**config.mk**
```make
export PLATFORM = sky130hd
export DESIGN_NAME = rr_arbiter_8
export DESIGN_NICKNAME = d
export VERILOG_FILES = /design/src/rtl/arb_pkg.sv /design/src/rtl/rr_pick.sv /design/src/rtl/rr_arbiter_8.sv
export SDC_FILE = /design/constraint.sdc
export NUM_CORES = 1
export LEC_CHECK = 0
export CAP_MARGIN = 20
export CORE_MARGIN = 2
export CORE_UTILIZATION = 53
export CTS_CLUSTER_SIZE = 30
export DETAILED_ROUTE_END_ITERATION = 10
export PLACE_DENSITY = 0.9
export SLEW_MARGIN = 20
export SYNTH_ARGS = -nofsm -noshare
export SYNTH_HDL_FRONTEND = slang
export SYNTH_SLANG_ARGS = --single-unit
export TNS_END_PERCENT = 20
```
**constraint.sdc**
```tcl
create_clock -name clk -period 4 [get_ports clk]
set_input_delay 0.6 -clock clk [delete_from_list [all_inputs] [get_ports clk]]
set_output_delay 0.6 -clock clk [all_outputs]
set_load 0.05 [all_outputs]
```
**src/rtl/arb_pkg.sv**
```systemverilog
// Shared types and helpers for the 8-way round-robin arbiter.
package arb_pkg;

  localparam int ARB_N     = 8;
  localparam int ARB_IDX_W = 3;

  typedef enum logic {ARB_IDLE, ARB_GRANT} arb_state_t;
  typedef logic [ARB_N-1:0]     arb_vec_t;
  typedef logic [ARB_IDX_W-1:0] arb_idx_t;

  // Observation bundle so checkers can bind to FSM state and pointers.
  typedef struct packed {
    arb_state_t state;
    arb_idx_t   ptr;
    arb_idx_t   owner;
  } arb_dbg_t;

  function automatic arb_vec_t arb_onehot(input arb_idx_t idx);
    arb_vec_t v;
    v      = '0;
    v[idx] = 1'b1;
    return v;
  endfunction

endpackage

```
**src/rtl/rr_pick.sv**
```systemverilog
// Combinational round-robin search: first set request at or after ptr, wrapping mod 8.
import arb_pkg::*;

module rr_pick (
  input  arb_vec_t req,
  input  arb_idx_t ptr,
  output arb_idx_t pick,
  output logic     any
);

  arb_vec_t rot;
  arb_idx_t off;

  // Rotate so ptr lands on bit 0, take the lowest set bit, then rotate the index back.
  always_comb begin
    rot = arb_vec_t'({req, req} >> ptr);
    off = '0;
    for (int i = ARB_N - 1; i >= 0; i--) begin
      if (rot[i]) off = arb_idx_t'(i);
    end
    pick = ptr + off;
    any  = |req;
  end

endmodule

```
**src/rtl/rr_arbiter_8.sv**
```systemverilog
// Registered 8-way round-robin arbiter with hold-until-release grants.
// Optional forced revocation after MAX_HOLD cycles when ARB_TIMEOUT_EN is defined.
import arb_pkg::*;

module rr_arbiter_8 #(
  parameter int N        = 8,
  parameter int MAX_HOLD = 16
) (
  input  logic     clk,
  input  logic     rst,
  input  arb_vec_t req,
  output arb_vec_t grant,
  output logic     grant_valid,
  output logic     timeout,
  output arb_dbg_t dbg
);

  if (N != ARB_N || MAX_HOLD < 2 || MAX_HOLD > 16) begin : g_bad_cfg
    $error("rr_arbiter_8: N must be 8 and MAX_HOLD must be in 2..16");
  end

  arb_state_t state;
  arb_idx_t   ptr;
  arb_idx_t   owner;
  arb_idx_t   pick;
  logic       any;

  rr_pick u_pick (
    .req  (req),
    .ptr  (ptr),
    .pick (pick),
    .any  (any)
  );

`ifdef ARB_TIMEOUT_EN
  localparam logic [3:0] HOLD_LAST = 4'(MAX_HOLD - 1);
  logic [3:0] hold_cnt;
  logic       timeout_q;

  always_ff @(posedge clk) begin
    if (rst) begin
      state       <= ARB_IDLE;
      ptr         <= '0;
      owner       <= '0;
      grant       <= '0;
      grant_valid <= 1'b0;
      hold_cnt    <= '0;
      timeout_q   <= 1'b0;
    end else begin
      timeout_q <= 1'b0;
      case (state)
        ARB_IDLE: begin
          if (any) begin
            state       <= ARB_GRANT;
            owner       <= pick;
            grant       <= arb_onehot(pick);
            grant_valid <= 1'b1;
            hold_cnt    <= '0;
          end
        end
        default: begin
          // A voluntary release takes precedence over a revocation on the same edge.
          if (!req[owner]) begin
            state       <= ARB_IDLE;
            grant       <= '0;
            grant_valid <= 1'b0;
            ptr         <= owner + 3'd1;
          end else if (hold_cnt == HOLD_LAST) begin
            state       <= ARB_IDLE;
            grant       <= '0;
            grant_valid <= 1'b0;
            ptr         <= owner + 3'd1;
            timeout_q   <= 1'b1;
          end else begin
            hold_cnt <= hold_cnt + 4'd1;
          end
        end
      endcase
    end
  end

  assign timeout = timeout_q;
`else
  always_ff @(posedge clk) begin
    if (rst) begin
      state       <= ARB_IDLE;
      ptr         <= '0;
      owner       <= '0;
      grant       <= '0;
      grant_valid <= 1'b0;
    end else begin
      case (state)
        ARB_IDLE: begin
          if (any) begin
            state       <= ARB_GRANT;
            owner       <= pick;
            grant       <= arb_onehot(pick);
            grant_valid <= 1'b1;
          end
        end
        default: begin
          // Other request bits are ignored while a grant is held.
          if (!req[owner]) begin
            state       <= ARB_IDLE;
            grant       <= '0;
            grant_valid <= 1'b0;
            ptr         <= owner + 3'd1;
          end
        end
      endcase
    end
  end

  assign timeout = 1'b0;
`endif

  assign dbg.state = state;
  assign dbg.ptr   = ptr;
  assign dbg.owner = owner;

endmodule

```
==> impl_metrics.csv <==
group,metric,value,unit
cts,cts_tree,"yes",
cts,post_cts_resized,0,
die,initial_core_util,0.568,
cts,clk_pin_slew,90,ps
cts,cts_buffers,3,
setup_path,arrival,3860,ps
logic_synthesis,synthesis.area_per_instance,8.50,um2
timing,relSlewSlack,0.468,
min_path,min_path_type,"reg -> reg",
drt,routed_wirelength,3690,um
setup_path,reg2reg_depth,12,
logic_synthesis,synth_ff_type,"dfxtp_1",
logic_synthesis,syn_area,1610,um2
grt,grt_start_max_net_pins,24,
grt,grtUsageTotal,0.232,
timing,setup_violations,0,
setup_path,crit_path_top_delay_cell,"dfxtp_1",
die,die_y,59.1,um
place,hpwl,2920,um
die,num_io_pins,27,
cts,cts_hold_buf,0,
power,leakage,0.657,nW
setup_path,cp_max_fo,20,
logic_synthesis,synth.distinct_cells,58,
drt,wl_met3,225,um
cts,cts-root-buf,"clkbuf_4",
setup_path,reg2reg_to,"owner[2]$_SDFFE_PP0P_",
timing,hold_viol,0,
cts,cts_setup_buffers,0,
setup_path,critPathRequiredTime,4230,ps
timing,fmax,0.276,GHz
drt,drt_iter0_drc,45,
power,ir_drop,0.000289,V
power,power_density,486,nW/um2
min_path,hold_depth,2,
grt,grt_pass1_vias,1404,
run,drv_cap,0,
setup_path,cp_top_family,"compound AO/OA/AOI/OAI gates",
setup_path,critPathLaunchType,"flop",
drt,wl_met1,1570,um
setup_path,crit_path_end,"owner[2]$_SDFFE_PP0P_",
drt,via_per_inst,6.26,
grt,antenna_found_initial,0,
timing,finalCritPeriodShare,0.906,
drt,wl_per_cell,15.2,um
timing,rsz0062_at_grt,"false",
grt,grt_pass1_wl,6310,um
timing,whs,445,ps
finish,drive_gt1_frac,0.170,
setup_path,cp_num_buf_inv,1,
finish,post-route-util,0.651,
setup_path,path_class,"reg -> reg",
setup_path,cp-end-kind,"flop",
die,die-area,3490,um2
drt,drc_errors,0,
finish,nets,226,
timing,setup_tns,0,ps
setup_path,timing.rr.start,"ptr[2]$_SDFFE_PP0P_",
setup_path,path_cells,"mux2i_1 -> mux2_2 -> a211oi_1 -> nor2_1 -> a22o_1 -> a211oi_1 -> a31o_1 -> ha_1 -> inv_1 -> fa_1 -> or4_1 -> nand3_1",
drt,via_count,1522,
logic_synthesis,synthesis.nets,202,
timing,maxSlewViolCount,0,
cts,cts_max_path_buffers,2,
die,die_w,59.1,um
timing,worst_clock_skew,1.28,ps
drt,wl_met2,1860,um
setup_path,max_stage_delay,820,ps
setup_path,worstSetupStartpoint,"ptr[2]$_SDFFE_PP0P_",
timing,tightest_slew,797,ps
finish,area_delta_synth_final,14.6,%
run_status,outcome,"completed",
finish,diodes,0,
logic_synthesis,seq_area_frac_synth,0.199,
logic_synthesis,netlist_instances,189,
place,place_congestion,0.905,
drt,ant_nets,0,
power,total_power,0.000894,W
logic_synthesis,yosysWarnings,0,
die,num_rows,19,
logic_synthesis,async_flop_share,0,
grt,gr-total-overflow,0,
drt,drt_first_pass_iters,4,
place,io_buffers,25,
timing,fin_crit,3630,ps
setup_path,crit_path_frequent_cell,"a211oi_1",
logic_synthesis,synth_edf_count,0,
place,dpl_worst_slack,114,ps
setup_path,r2r_slack,370,ps
die,core_area,2830,um2
cts,clock_latency,290,ps
cts,cts_htree_levels,1,
cts,cts.sinks,16,
timing,setup_slack,375,ps
drt,dr.max_layer_used,"met4",
logic_synthesis,ys_ff_latch,16,
setup_path,path_depth,12,
==> worst min-delay path, delay by kind of cell, from the launching register on <==
family             cells  cell delay [ps]
and+or+nand+nor        1               50
AOI/OAI and AO/OA      1               50
DFF                    1              320
==> metal layers <==
| layer | vias up | track usage |
|---|---|---|
| li1 | 744 | - |
| met1 | 707 | 0.304 |
| met2 | 67 | 0.392 |
| met3 | 4 | 0.0306 |
| met4 | 0 | 0.0779 |
| met5 | - | 0 |
==> cell usage in the layout (no fill, tap or decap), types with 6 or more instances in the layout <==
master | synthesis | layout
a211oi_1 | 6 | 6
a21oi_1 | 10 | 10
buf_4 | 4 | 13
clkdlybuf4s50_1 | 0 | 25
dfxtp_1 | 16 | 16
mux2i_1 | 13 | 13
nand2_1 | 21 | 21
nor2_1 | 15 | 15
nor3_1 | 7 | 7
o21ai_1 | 10 | 10
==> cells in the mapped netlist, drive strengths merged (2+ instances only) <==
cell type	n	area, um2
clkbuf	9	95.1
nand3b	3	22.5
buf	10	93.8
a31oi	3	18.8
a32oi	2	17.5
ha	2	25.0
xor2	3	33.8
a22oi	2	15.0
nor2	16	67.6
o311ai	2	17.5
o21ai	12	60.1
dfxtp	16	320
a21oi	10	50.1
nand3	5	25.0
mux2i	14	153
nor4	2	12.5
o21a	2	15.0
nor3	7	35.0
nor2b	6	45.0
mux4	3	67.6
a211oi	7	57.6
nand2	22	85.1
a22o	2	18.8
mux2	4	45.0
inv	6	22.5
==> area by class of cell <==
type	count	area (um2)
clock buffer	4	36.3
tap	31	38.8
sequential	16	320
multi-input combinational	148	1070
timing repair buffer	38	348
fill	237	988
inverter	6	22.5
==> kinds of logic (layout without fill, tap and decap cells) <==
group | Yosys count | count (layout) | share of synthesized area
compound gates | 52 | 52 | 0.238
other cells | 1 | 1 | 0.00233
mux | 21 | 21 | 0.165
xor+xnor | 4 | 4 | 0.0265
fa+ha+maj | 3 | 3 | 0.0280
buf+inv | 25 | 48 | 0.132
flops | 16 | 16 | 0.199
simple gates | 67 | 67 | 0.210
==> sequential cells by signal (all words and copies together) (netlist names) <==
| register | cells |
|---|---|
| grant | 8 |
| owner | 3 |
| ptr | 3 |
| grant_valid | 1 |
| state | 1 |
==> power breakdown <==
part	switching, W	internal, W
clock	0.0000505	0.0000555
sequential	0.0000615	0.000191
combinational	0.000312	0.000223
==> through the flow <==
stage / instances / cell area (um2)
after global routing: 243 / 1840
after global placement: 239 / 1800
after detailed placement: 239 / 1800
after floorplan: 189 / 1610
final: 243 / 1840
after CTS: 243 / 1840
==> worst min path at each step <==
stage                                from                     to  slack (ps)
floorplan                state$_SDFF_PP0_       state$_SDFF_PP0_         520
global placement    grant[0]$_SDFFE_PP0P_  grant[0]$_SDFFE_PP0P_         440
detailed placement  grant[6]$_SDFFE_PP0P_  grant[6]$_SDFFE_PP0P_         440
CTS                 grant[6]$_SDFFE_PP0P_  grant[6]$_SDFFE_PP0P_         450
global route        grant[6]$_SDFFE_PP0P_  grant[6]$_SDFFE_PP0P_         480
finish              grant[6]$_SDFFE_PP0P_  grant[6]$_SDFFE_PP0P_         440
No activity file was read; power rests on OpenSTA's default activity.
